[config.mk]
export PLATFORM = sky130hd
export DESIGN_NAME = note_lane_scroller
export DESIGN_NICKNAME = d
export VERILOG_FILES = /design/src/rtl/note_disp_pkg.sv /design/src/rtl/note_window_lane.sv /design/src/rtl/note_lane_scroller.sv
export SDC_FILE = /design/constraint.sdc
export NUM_CORES = 1
export LEC_CHECK = 0
export BUFFER_PORTS_ARGS = -buffer_cell sky130_fd_sc_hd__buf_2
export CORE_MARGIN = 2
export CORE_UTILIZATION = 61
export DETAILED_ROUTE_END_ITERATION = 8
export PLACE_DENSITY_LB_ADDON = 0.05
export SLEW_MARGIN = 20
export SYNTH_ARGS = -nofsm -noshare
export SYNTH_HDL_FRONTEND = slang
export SYNTH_SLANG_ARGS = --single-unit
[constraint.sdc]
create_clock -name clk -period 7.95 [get_ports clk]
set_input_delay 0.795 -clock clk [delete_from_list [all_inputs] [get_ports clk]]
set_output_delay 0.795 -clock clk [all_outputs]
set_load 0.01 [all_outputs]
[src/rtl/note_disp_pkg.sv]
// Shared types and constants for the note-highway scroller.
package note_disp_pkg;

  typedef enum logic [1:0] {IDLE, RUN, PAUSE, DONE} state_t;

  localparam logic [2:0] PLAY_MODE = 3'd2;

endpackage

[src/rtl/note_window_lane.sv]
// One lane of the note highway: window extraction, consumed flag, LED register and judge pulses.
module note_window_lane #(
  parameter int SONG_LEN = 32,
  parameter int WIN      = 7,
  parameter int IDX_W    = $clog2(SONG_LEN + WIN)
) (
  input  logic                clk,
  input  logic                rst,
  input  logic [IDX_W-1:0]    idx,
  input  logic [SONG_LEN-1:0] song_bits,
  input  logic                hit,
  input  logic                advance,
  input  logic                clear,
  input  logic                show,
  output logic [WIN-1:0]      display,
  output logic                hit_ok,
  output logic                hit_bad,
  output logic                miss
);

  localparam int SP_W = (SONG_LEN > 1) ? $clog2(SONG_LEN) : 1;
  localparam logic [IDX_W:0] LO = (IDX_W+1)'(WIN - 1);
  localparam logic [IDX_W:0] HI = (IDX_W+1)'(SONG_LEN + WIN - 1);

  logic [WIN-1:0] win;
  logic [IDX_W:0] pos;
  logic [IDX_W:0] rel;
  logic           consumed;
  logic           live;

  // pos is biased by WIN-1 so out-of-song positions never go negative
  always_comb begin
    win = '0;
    pos = '0;
    rel = '0;
    for (int k = 0; k < WIN; k++) begin
      pos = {1'b0, idx} + (IDX_W+1)'(k);
      rel = pos - LO;
      if (pos >= LO && pos < HI) win[k] = song_bits[rel[SP_W-1:0]];
    end
    if (consumed) win[0] = 1'b0;
  end

  assign live = win[0];

  always_ff @(posedge clk) begin
    if (rst) begin
      consumed <= 1'b0;
      display  <= '0;
      hit_ok   <= 1'b0;
      hit_bad  <= 1'b0;
      miss     <= 1'b0;
    end else begin
      display <= show ? win : '0;
      hit_ok  <= hit & live;
      hit_bad <= hit & ~live;
      // an accepted hit in the same cycle as the advance suppresses the miss
      miss    <= advance & live & ~hit;
      if (clear || advance)   consumed <= 1'b0;
      else if (hit && live)   consumed <= 1'b1;
    end
  end

endmodule

[src/rtl/note_lane_scroller.sv]
// Note-highway driver: play-mode FSM and head index, with one window lane per string.
//   state | meaning
//   IDLE  | no song; display dark
//   RUN   | scrolling on beat_tick, judging hits
//   PAUSE | frozen while pause is high
//   DONE  | song finished, idx parked at SONG_LEN+WIN-1
module note_lane_scroller
  import note_disp_pkg::*;
#(
  parameter int LANES    = 2,
  parameter int SONG_LEN = 32,
  parameter int WIN      = 7,
  parameter int IDX_W    = $clog2(SONG_LEN + WIN)
) (
  input  logic                      clk,
  input  logic                      rst,
  input  logic [2:0]                mode,
  input  logic                      start,
  input  logic                      pause,
  input  logic                      beat_tick,
  input  logic [LANES*SONG_LEN-1:0] song,
  input  logic [LANES-1:0]          hit,
  output logic [LANES*WIN-1:0]      display,
  output logic [IDX_W-1:0]          idx,
  output logic                      busy,
  output logic                      done,
  output logic [LANES-1:0]          hit_ok,
  output logic [LANES-1:0]          hit_bad,
  output logic [LANES-1:0]          miss
);

  localparam logic [IDX_W-1:0] IDX_LAST = IDX_W'(SONG_LEN + WIN - 1);
  localparam logic [IDX_W-1:0] IDX_PRE  = IDX_W'(SONG_LEN + WIN - 2);

  state_t           state, state_n;
  logic             play, judge, advance, start_ok, clear, show;
  logic [LANES-1:0] hit_g;

  assign play     = (mode == PLAY_MODE);
  assign judge    = play && (state == RUN) && !pause;
  assign advance  = judge && beat_tick;
  assign start_ok = play && start && (state == IDLE || state == DONE);
  assign clear    = !play || start_ok;
  assign show     = play && (state != IDLE);
  assign hit_g    = judge ? hit : '0;

  always_ff @(posedge clk) begin
    if (rst) state <= IDLE;
    else     state <= state_n;
  end

  always_comb begin
    state_n = state;
    if (!play) begin
      state_n = IDLE;
    end else begin
      case (state)
        IDLE, DONE: if (start) state_n = RUN;
        RUN: begin
          if (pause)                               state_n = PAUSE;
          else if (beat_tick && idx == IDX_PRE)    state_n = DONE;
        end
        PAUSE:      if (!pause) state_n = RUN;
        default:    state_n = IDLE;
      endcase
    end
  end

  always_ff @(posedge clk) begin
    if (rst)                                idx <= '0;
    else if (clear)                         idx <= '0;
    else if (advance && idx != IDX_LAST)    idx <= idx + IDX_W'(1);
  end

  assign busy = (state == RUN) || (state == PAUSE);
  assign done = (state == DONE);

  for (genvar l = 0; l < LANES; l++) begin : g_lane
    note_window_lane #(
      .SONG_LEN (SONG_LEN),
      .WIN      (WIN),
      .IDX_W    (IDX_W)
    ) u_lane (
      .clk       (clk),
      .rst       (rst),
      .idx       (idx),
      .song_bits (song[l*SONG_LEN +: SONG_LEN]),
      .hit       (hit_g[l]),
      .advance   (advance),
      .clear     (clear),
      .show      (show),
      .display   (display[l*WIN +: WIN]),
      .hit_ok    (hit_ok[l]),
      .hit_bad   (hit_bad[l]),
      .miss      (miss[l])
    );
  end

endmodule
Word level (Yosys, flattened, before mapping) --
Index checks and enable logic that the tools add are counted.
Word-level totals: word-level logic and storage cells 163, input port bits 74, bits in registers 30, output and inout bits 28
Operators by class: reduce and logical (&&, ||, !) cells 37, muxes and demuxes 38, bitwise gates (word level) 20, $lt $le $gt $ge 21, add/sub/neg operators 14, equality and inequality tests 9
Operators with widths (count):
- $bmux 1 s5 | 14
- $ge 7x3->1 const B | 6
- $lt 5x6->1 const B | 7
- $lt 7x6->1 const B | 6
- $sub 5x3->5 const B | 7
- $add 6x3->7 const B | 3
- $mux 1 | 18
- $reduce_or 3->1 | 6
- $logic_and 1x1->1 | 17
- $add 6x2->7 const B | 2
- $not 1->1 | 12
- $mux 2 | 5
- $reduce_or 2->1 | 5
- $and 1x1->1 | 8
- $add 6x1->7 const B | 1
- $add 6x1->6 const B | 1
- $eq 6x6->1 const B | 1
- $ge 6x3->1 const B | 1
- $lt 6x6->1 const B | 1
- $ne 6x6->1 const B | 1
- $pmux 2 s3 | 1
- $eq 2x2->1 const B | 2
- $logic_or 1x1->1 | 4
- $ne 2x2->1 const B | 2
- other kinds (7) | 8

Depth between registers and ports, before layout --
Gate-level depths: netlist of run 1.
word-level depth 7, gate-level depth with buffers 14, depth with buffers taken out 10

Cells and area by module --
A second synthesis of run 1 with hierarchy kept.
Unflattened totals: cells, all modules 662, area, all modules 6466.2 um^2
Modules (own cells, without submodules):
- note_window_lane | area each 2935.3 um^2, sequential area each 220.2 um^2, cells each 299, times used 2
- note_lane_scroller | area each 595.6 um^2, sequential area each 160.2 um^2, cells each 64, times used 1

Least setup slack after synthesis of run 1 --
OpenSTA, ideal clock, no wires.
kind reg-to-reg, from register idx[0], to register g_lane[0].u_lane.display[3], setup time 114 ps, period minus slack after synthesis 3971 ps, path slack 3979 ps, stages on the path, launching flop included 15, arrival 3857 ps, required time 7836 ps, buffers on the path 6, path through dfxtp_1 buf_2 buf_4 buf_1 inv_1 ha_1 clkbuf_1 inv_1 ha_1 buf_1 clkbuf_1 mux4_2 mux4_2 mux2i_1 nor2_1
On the way: cells in the longest elaborated chain, start to end 5, elaborated cells between the ends (all ways) 9, classes of those cells add/sub: 2; order compare: 2; mux: 2; bitwise: 1; reduce/logical: 2
Ends and longest elaborated chain:
- start, declared | RTL line note_lane_scroller.sv:24 | output logic [IDX_W-1:0] idx,
- start signal, assigned | RTL line note_lane_scroller.sv:72 | else if (advance && idx != IDX_LAST) idx <= idx + IDX_W'(1);
- $add 6x2->7 * | RTL line note_window_lane.sv:37 | pos = {1'b0, idx} + (IDX_W+1)'(k);
- parallel branches: the longest is 4 deep, another holds $sub 5x3->5
- end signal, assigned | RTL line note_window_lane.sv:54 | display <= show ? win : '0;
- end, declared | RTL line note_window_lane.sv:15 | output logic [WIN-1:0] display,
Mark *: on every way between the ends. The select of a mux whose other input is x is not followed. A chain may end at the register's enable or synchronous reset.

Worst setup path after layout of run 1 --
from register idx[1], to register g_lane[0].u_lane.miss
On the way: cells in the longest elaborated chain, start to end 7, elaborated cells between the ends (all ways) 10, classes of those cells add/sub: 1; order compare: 2; mux: 4; bitwise: 2; reduce/logical: 1
Ends and longest elaborated chain:
- $sub 5x3->5 | RTL line note_window_lane.sv:38 | rel = pos - LO;
- $bmux 1 s5 | RTL line note_window_lane.sv:39 | if (pos >= LO && pos < HI) win[k] = song_bits[rel[SP_W-1:0]];
- $mux 1 (not written as such) | RTL line note_window_lane.sv:39
- $mux 1 * | RTL line note_window_lane.sv:39
- $mux 1 * | RTL line note_window_lane.sv:41 | if (consumed) win[0] = 1'b0;
- $and 1x1->1 * (2 in series) | RTL line note_window_lane.sv:58 | miss <= advance & live & ~hit;
- end signal, assigned | RTL line note_window_lane.sv:58
- end, declared | RTL line note_window_lane.sv:18 | output logic miss
Every way passes the cells marked *; elsewhere a longest branch is shown, timed or not. The select of a mux whose other input is x is not followed.

==> metrics.md, run 1 <==
| Metric | Value |
|---|---|
| Max Freq | 0.2492 GHz |
| Antenna-violating nets left | 0 |
| Required time worst endpoint | 8.15 ns |
| Total routed wirelength | 12320 um |
| Max clock buf depth | 2 |
| Post-synthesis sequential area ratio | 12.89% |
| Core ar. | 7331 um2 |
| Syn avg cell area | 11.37 um2 |
| DRT Pass-1 Iters | 5 |
| PostCTS Resize Cnt | 0 |
| Iteration-0 DRC Markers | 251 |
| Die H | 91.41 um |
| CTS buffer count | 5 |
| Pwr Density | 82.46 nW/um2 |
| ANT cells | 0 |
| Compound-Gate Fraction of Synth Area | 7.168% |
| CTS Sinks | 30 |
| Detailed-route DRC error count | 0 |
| Worst Hold Class | reg -> reg |
| Pin count of the biggest net entering global routing | 55 |
| Total GRT Usage | 30.61% |
| DIE AREA | 8356 um2 |
| Crit start category | flop |
| Nets | 576 |
| Simple-Gate Fraction of Synth Area | 10.79% |
| Mapped Nets | 503 |
| Ys flop type | dfxtp_1 |
| Max H-tree Level | 2 |
| Routed len/inst | 21.13 um |
| Synth area leader | mux4_2 |
| Layout area overhead | 12.91% |
| Die width | 91.41 um |
| Final GP Congestion | 0.9140 |
| Final Hold Violating Endpoints | 0 |
| Largest family of logic cells by synthesized area | multiplexers |
| Xor/xnor share of the synthesized area | 6.174% |
| First-pass GRT wire length | 20100 um |
| Seq cells post-synth | 30 |
| Reg clk slew, reported paths | 0.07 ns |
| CTS tree | built |
| TNS Setup | 0 ns |
| Overall via count from detail_route | 4010 |
| Post-synth EDFFs | 0 |
| Initial antenna violation count | 0 |
| IO buf count | 101 |
| Post-route clock period utilization | 50.47% |
| Final setup violation count | 0 |
| Min cycle time layout | 4.012 ns |
| Reg-to-reg setup timing slack | 3.94 ns |
| Worst setup margin | 3.938 ns |
| IO Count | 102 |
| Leakage power | 1.965 nW |
| Post-CTS setup buffers | 0 |
| Fin. max-slew vios | 0 |
| Slew HR | 35.89% |
| CP Capture Type | flop |
| Status | complete, no violations |
| Cells after Synth | 410 |
| Drt via density | 6.878 |
| Worst-margin pin slew | 0.9608 ns |
| Most common cell in the synthesized netlist | mux4_2 |
| Mux contribution to synthesized area | 52.43% |
| Top-area cell type share of the netlist area | 43.01% |
| Initial core utilization | 63.58% |
| Hold_buf cts | 0 |
| Gr ovfl total | 0 |
| Worst-path fanout max | 40 |
| Final core occ | 71.79% |
| DP HPWL | 9542 um |
| Final clock skew | 0.008117 ns |
| Peak supply drop | 0.04822 mV |
| Rows | 31 |
| Ys Warns | 0 |
| Vias in the first global route | 3829 |
| Worst EP arrival | 4.21 ns |
| Synth cell count leaders | mux4_2, nor2_1, dfxtp_1, mux2i_1 |
| Ys async rst share | 0% |
| Synth unique cells | 50 |
| Pre-CTS setup slack | 4.014 ns |
| Share of cells above drive strength 1 | 46.49% |
| Maxcap violations | 0 |
| Clk_lat worst skew | 0.29 ns |
| Final Power | 0.4340 mW |
| RSZ-0062 raised after global routing | false |
| Critical path type | reg -> reg |
| Clk root buf | clkbuf_8 |
| Post-Synth Adder-Cell Area | 5.101% |
| Syn Std Cell Area | 4661 um2 |
| Largest cells by area after synthesis | mux4_2, dfxtp_1, mux2i_1 |
-- per-stage QoR --
step | std cells | hold slack [ns] | area, um2
floorplan | 410 | 0.4420 | 4661
global placement | 575 | 0.4478 | 5120
detailed placement | 575 | 0.4597 | 5120
CTS | 583 | 0.4766 | 5263
global route | 583 | 0.4982 | 5263
finish | 583 | 0.4721 | 5263
-- routing by layer --
| layer | up-vias | track usage, % | share of wire, % |
|---|---|---|---|
| met1 | 1988 | 42.38 | 40 |
| li1 | 1785 | - | - |
| met4 | 0 | 8.712 | 2.2 |
| met5 | - | 0 | 0 |
| met2 | 214 | 51.72 | 51 |
| met3 | 23 | 2.822 | 6.7 |
-- critical path, cell delays in order (launching register included) --
cell and delay [ns]:
dfxtp_2 0.60, buf_4 0.53, ha_1 0.45, xor2_2 0.78
mux2_2 0.43, a211oi_2 0.21, nand3_1 0.09, nor3b_1 0.19
or3_4 0.41, nor4_4 0.20
-- worst paths after layout --
path	from	end	cells after the start
max reg2reg	idx[1]	g_lane[0].u_lane.miss	9
max	idx[1]	g_lane[0].u_lane.miss	9
min reg2reg	g_lane[1].u_lane.consumed	g_lane[1].u_lane.consumed	1
min	g_lane[1].u_lane.consumed	g_lane[1].u_lane.consumed	1
-- logic make-up (layout without fill, tap and decap cells) --
family                     Yosys count  after routing
and+or+nand+nor                    100            100
adders and majority gates           19             19
muxes                              127            127
DFF                                 30             30
xor gates and xnor gates            32             32
AOI/OAI and AO/OA                   51             51
buffers and inverters               51            125
-- registers in the layout, summed over array words and instances (netlist names) --
signal and cells:
g_lane.u_lane.hit_bad 2, state 2, g_lane.u_lane.display 14, g_lane.u_lane.consumed 2, g_lane.u_lane.miss 2, g_lane.u_lane.hit_ok 2
idx 6
-- power breakdown --
part	internal, mW	total [mW]	switching, mW
clock network	0.134	0.194	0.0605
logic	0.0502	0.0897	0.0395
registers	0.150	0.150	0.000118
-- area by class of cell --
class,instances,area (um2)
Clock buffer,6,82.58
Clock inverter,2,60.06
Fill cell,549,2068
Inverter,11,41.29
Multi-Input combinational cell,329,3806
Sequential cell,30,605.6
Tap cell,99,123.9
Timing Repair Buffer,106,543.0
-- placed cells by master, fill, tap and decap left out, drive strengths merged, types with 2 or more instances in the layout --
master / Yosys / routed
buf: 27 / 106
mux4: 92 / 92
nor2: 35 / 35
dfxtp: 30 / 30
mux2i: 27 / 27
xnor2: 23 / 23
nand2: 23 / 23
ha: 19 / 19
a21oi: 17 / 17
nor3: 14 / 14
inv: 11 / 11
o21ai: 9 / 9
xor2: 9 / 9
mux2: 8 / 8
clkbuf: 13 / 6
a211oi: 5 / 5
nand2b: 4 / 4
nor4b: 4 / 4
nand3: 4 / 4
a21o: 4 / 4
or3: 4 / 4
nor2b: 3 / 3
a31oi: 3 / 3
nor4: 3 / 3
nor3b: 3 / 3
o22ai: 2 / 2
a311oi: 2 / 2
o21a: 2 / 2
bufinv: 0 / 2
(Power assumes the default switching activity.)
==> inputs of run 2 (changes only) <==
CORE_UTILIZATION = 57   (was 61)
clock period = 3.7 ns   (was 7.95 ns; I/O delays follow)
==> run 2 against run 1 <==
Compared with the run above: global-route usage shrank 0.62 points; via count grew 0.45%; first-iteration DRC count shrank 10%; sequential cell count is the same.
==> metrics.md, run 2 (same netlist as run 1, synthesis figures left out) <==
| Metric | Value |
|---|---|
| Fin. max-slew vios | 0 |
| ANT cells | 0 |
| Layout area overhead | 13.83% |
| Max H-tree Level | 2 |
| IO Count | 102 |
| Nets | 586 |
| Detailed-route DRC error count | 0 |
| Largest reg by FF count | g_lane.u_lane.display |
| Highest Signal Layer | met4 |
| Initial antenna violation count | 0 |
| PostCTS Resize Cnt | 0 |
| Cells after DPL | 588 |
| Worst-margin pin slew | 0.8258 ns |
| Iteration-0 DRC Markers | 225 |
| Worst-path fanout max | 9 |
| CTS buffer count | 5 |
| Routed length on met3 | 952 um |
| Die H | 94.43 um |
| Total routed wirelength | 12680 um |
| Leakage power | 2.001 nW |
| Core ar. | 7807 um2 |
| Min cycle time layout | 2.928 ns |
| Die width | 94.43 um |
| Peak supply drop | 0.1394 mV |
| Pin count of the biggest net entering global routing | 72 |
| Drt via density | 6.758 |
| Max reg flops | 14 |
| Hold_buf cts | 0 |
| Maxcap violations | 0 |
| RSZ-0062 raised after global routing | false |
| Rows | 32 |
| Initial core utilization | 59.70% |
| Max Freq | 0.3416 GHz |
| CP Capture Type | flop |
| Post-CTS setup buffers | 0 |
| Critical path type | reg -> reg |
| CTS Sinks | 30 |
| Total GRT Usage | 29.99% |
| Vias in the first global route | 3914 |
| Clk root buf | clkbuf_8 |
| Most common cell after layout, fill and taps aside | buf_2 |
| Worst EP arrival | 3.14 ns |
| Biggest regs | g_lane.u_lane.display (14), idx (6) |
| Worst Hold Class | in -> reg |
| Most frequent cells in the layout | buf_2, mux4_2, nor2_1 |
| Met1 WL | 5177 um |
| Non-filler cells, final | 596 |
| CTS tree | built |
| IO buf count | 101 |
| Reg clk slew, reported paths | 0.07 ns |
| Final clock skew | 0.008229 ns |
| Required time worst endpoint | 3.91 ns |
| Final setup violation count | 0 |
| Met2 Routed Length | 6291 um |
| Crit start category | flop |
| Final Hold Violating Endpoints | 0 |
| Max clock buf depth | 2 |
| Clk_lat worst skew | 0.29 ns |
| Post-route clock period utilization | 79.13% |
| First-pass GRT wire length | 20550 um |
| DP HPWL | 9929 um |
| DRT Pass-1 Iters | 4 |
| Status | complete, no violations |
| Pwr Density | 150.6 nW/um2 |
| Share of cells above drive strength 1 | 47.57% |
| Slew HR | 44.87% |
| Gr ovfl total | 0 |
| DIE AREA | 8916 um2 |
| TNS Setup | 0 ns |
| Routed len/inst | 21.27 um |
| Antenna-violating nets left | 0 |
| Final GP Congestion | 0.8656 |
| Overall via count from detail_route | 4028 |
==> run 2: changes by cell type in the layout (fill, tap and decap cells not counted) <==
cell | previous run | this run
buf_4 | 5 | 14
buf_12 | 0 | 1
clkinv_2 | 0 | 1
bufinv_16 | 2 | 0
inv_4 | 0 | 1
==> run 2: layout make-up <==
| type | count | area [um2] |
|---|---|---|
| clock buffer | 6 | 82.58 |
| tap | 102 | 127.6 |
| inverter | 11 | 41.29 |
| fill | 625 | 2502 |
| timing repair buffer | 116 | 630.6 |
| sequential | 30 | 605.6 |
| clock inverter | 2 | 11.26 |
| multi-input combinational | 329 | 3806 |
==> run 2: final timing paths <==
path                                  start                        end  slack (ns)  depth (start not counted)
setup / recovery                     idx[2]   g_lane[1].u_lane.hit_bad        0.77                          9
hold / removal                       hit[1]      g_lane[1].u_lane.miss        0.26                          2
setup reg to reg                     idx[2]   g_lane[1].u_lane.hit_bad        0.77                          9
hold reg to reg   g_lane[0].u_lane.consumed  g_lane[0].u_lane.consumed        0.48                          1
==> run 2: routing by layer <==
layer,track usage (%),vias up
met2,49.88,202
met3,3.911,23
met4,8.696,0
met1,41.70,1999
li1,-,1804
met5,0,-
==> run 2: report_power, final <==
group          internal, mW  switching (mW)
sequential            0.322        0.000260
combinational         0.108          0.0838
clock                 0.150           0.135
==> run 2: worst max-delay path: stages (launching register included) <==
cell and delay, ns:
dfxtp_1 0.55, ha_1 0.31, xor2_2 0.45, buf_4 0.28
mux4_1 0.57, nand2_1 0.09, o21ai_1 0.06, mux2i_1 0.22
or3_4 0.19, nor3b_2 0.13
==> run 2: stage by stage <==
step                util [%]  hold slack, ns  setup slack [ns]  area [um2]  total power [mW]
floorplan                  -          0.4395          0.008224        4663            0.4288
global placement       66.75          0.4482            0.8905        5211            0.5139
detailed placement     66.75          0.4616            0.8346        5211            0.5182
CTS                    67.95          0.2533            0.8084        5305            0.8011
global route           67.95          0.2645            0.5476        5305            0.8254
finish                 67.95          0.2646            0.7723        5305            0.7992
==> inputs of run 3 (changes only) <==
clock period = 2.86 ns   (was 3.7 ns; I/O delays follow)
==> run 3 against run 2 <==
Compared with the run above: combinational power up 28%; via count up 3.6%; register-to-register slack worse by 0.58 ns.
==> metrics.md, run 3 (same netlist as run 1, synthesis figures left out) <==
| Metric | Value |
|---|---|
| Reg power frac | 41.0% |
| Biggest regs | g_lane.u_lane.display (14), idx (6) |
| RSZ-0062 raised after global routing | false |
| IO Count | 102 |
| Max Freq | 0.3750 GHz |
| Max clock buf depth | 2 |
| Routed len/inst | 21.05 um |
| Overall via count from detail_route | 4171 |
| Hold Path Cell Cnt | 2 |
| Pin count of the biggest net entering global routing | 40 |
| Hold Path Sink | g_lane[1].u_lane.miss |
| Fillers | 574 |
| Min cycle time layout | 2.667 ns |
| DP HPWL | 10220 um |
| Final core occ | 70.34% |
| Gr ovfl total | 0 |
| CP Buf/Inv Count | 2 |
| Vias in the first global route | 3809 |
| Status | complete, no violations |
| Max incr delay on CP | 0.48 ns |
| P_int | 0.7495 mW |
| Drt via density | 6.793 |
| Layout area overhead | 17.83% |
| PostCTS Resize Cnt | 0 |
| Final setup violation count | 0 |
| Post-route clock period utilization | 93.24% |
| Design Area, Final | 5492 um2 |
| Rows | 32 |
| Crit-path cells | inv_1 > ha_1 > a21oi_2 > xnor2_1 > a21oi_1 > xnor2_1 > buf_4 > mux4_2 > mux2i_1 > nor2_1 |
| Leakage power | 2.093 nW |
| Total GRT Usage | 30.07% |
| Iteration-0 DRC Markers | 294 |
| Initial core utilization | 59.70% |
| Crit start category | flop |
| Most frequent cells in the layout | buf_2, mux4_2, nor2_1 |
| Antenna-violating nets left | 0 |
| Nets | 604 |
| DRT Pass-1 Iters | 5 |
| Max reg flops | 14 |
| Sw Pwr | 0.2685 mW |
| Reg clk slew, reported paths | 0.07 ns |
| Worst Reg2Reg Path Length in Cells | 10 |
| Max H-tree Level | 2 |
| ANT cells | 0 |
| Core ar. | 7807 um2 |
| IO buf count | 101 |
| Combinational power share | 24.2% |
| Critical path type | reg -> reg |
| Die width | 94.43 um |
| Pwr Density | 185.4 nW/um2 |
| CP dominant cell by count | xnor2_1 |
| Fin. max-slew vios | 0 |
| First-pass GRT wire length | 20440 um |
| Clock power frac | 34.8% |
| Share of cells above drive strength 1 | 50.20% |
| Post-CTS setup buffers | 0 |
| CTS Sinks | 30 |
| Worst EP arrival | 2.83 ns |
| Clk root buf | clkbuf_8 |
| Required time worst endpoint | 3.02 ns |
| Switch share | 26.38% |
| CP Capture Type | flop |
| Final Hold Violating Endpoints | 0 |
| Maxcap violations | 0 |
| Clk_lat worst skew | 0.28 ns |
| Final clock skew | 0.003565 ns |
| Final Power | 1.018 mW |
| CTS tree | built |
| Detailed-route DRC error count | 0 |
| Most common cell after layout, fill and taps aside | buf_2 |
| CTS buffer count | 5 |
| Die H | 94.43 um |
| Largest reg by FF count | g_lane.u_lane.display |
| Worst Hold Class | in -> reg |
| Reg-to-reg setup timing slack | 0.19 ns |
| Placed Area | 5396 um2 |
| Peak supply drop | 0.1367 mV |
| Final GP Congestion | 0.9096 |
| Critical Path Slowest Stage Cell | mux4_2 |
| Worst-margin pin slew | 0.8392 ns |
| CP delay by family, top | multiplexers |
| DIE AREA | 8916 um2 |
| Initial antenna violation count | 0 |
| Hold_buf cts | 0 |
| Reg2reg end | g_lane[1].u_lane.display[5] |
| Total routed wirelength | 12930 um |
| TNS Setup | 0 ns |
| RR Startpoint | idx[2] |
| Worst min-delay path startpoint | hit[1] |
| Worst-path fanout max | 4 |
| Slew HR | 43.98% |
[run 3: changes by cell type in the layout (fill, tap and decap cells not counted), moves of 2 or more]
cell,before,now
ha_4,0,2
inv_2,1,3
buf_4,14,30
inv_1,10,8
ha_1,19,17
buf_12,1,3
[run 3: worst max path at each step]
stage / startpoint / endpoint / slack (ns) / cells past startpoint
finish: idx[2] / g_lane[1].u_lane.display[5] / 0.19 / 10
global route: idx[2] / g_lane[1].u_lane.display[5] / 0.03 / 10
CTS: idx[2] / g_lane[0].u_lane.miss / 0.21 / 9
detailed placement: idx[2] / g_lane[0].u_lane.miss / 0.23 / 9
global placement: idx[2] / g_lane[1].u_lane.display[3] / 0.25 / 9
floorplan: idx[0] / g_lane[0].u_lane.display[3] / 0.03 / 14
[run 3: cell type report]
cell class	count	area, um2	area share (%)
Clock buffer	6	82.58	1.504
Clock inverter	2	12.51	0.2278
Inverter	11	41.29	0.7519
Multi-Input combinational cell	329	3831	69.77
Sequential cell	30	605.6	11.03
Tap cell	102	127.6	2.324
Timing Repair Buffer	134	790.8	14.40
[run 3: metrics by stage]
stage / hold slack, ns / instances / setup WS [ns]
final: 0.1760 / 614 / 0.1934
after global placement: 0.4511 / 606 / 0.2543
after global routing: 0.1736 / 614 / 0.02733
after CTS: 0.1715 / 614 / 0.2051
after floorplan: 0.3555 / 410 / 0.02975
after detailed placement: 0.4587 / 606 / 0.2326
[run 3: power groups by stage]
| stage | combinational, mW | clock (mW) | sequential (mW) |
|---|---|---|---|
| 2_1_floorplan | 0.127 | 0 | 0.427 |
| 3_3_place_gp | 0.235 | 0 | 0.427 |
| 3_5_place_dp | 0.242 | 0 | 0.427 |
| 4_1_cts | 0.242 | 0.360 | 0.417 |
| 5_1_grt | 0.262 | 0.389 | 0.417 |
| 6_report | 0.246 | 0.355 | 0.417 |
[run 3: per-layer routing]
metal / track usage, % / wire length, um / share of wire [%]
met3: 2.793 / 1029 / 8.0
met2: 50.65 / 6574 / 51
met1: 43.01 / 5119 / 40
met5: 0 / 0 / 0
met4: 6.401 / 202 / 1.6
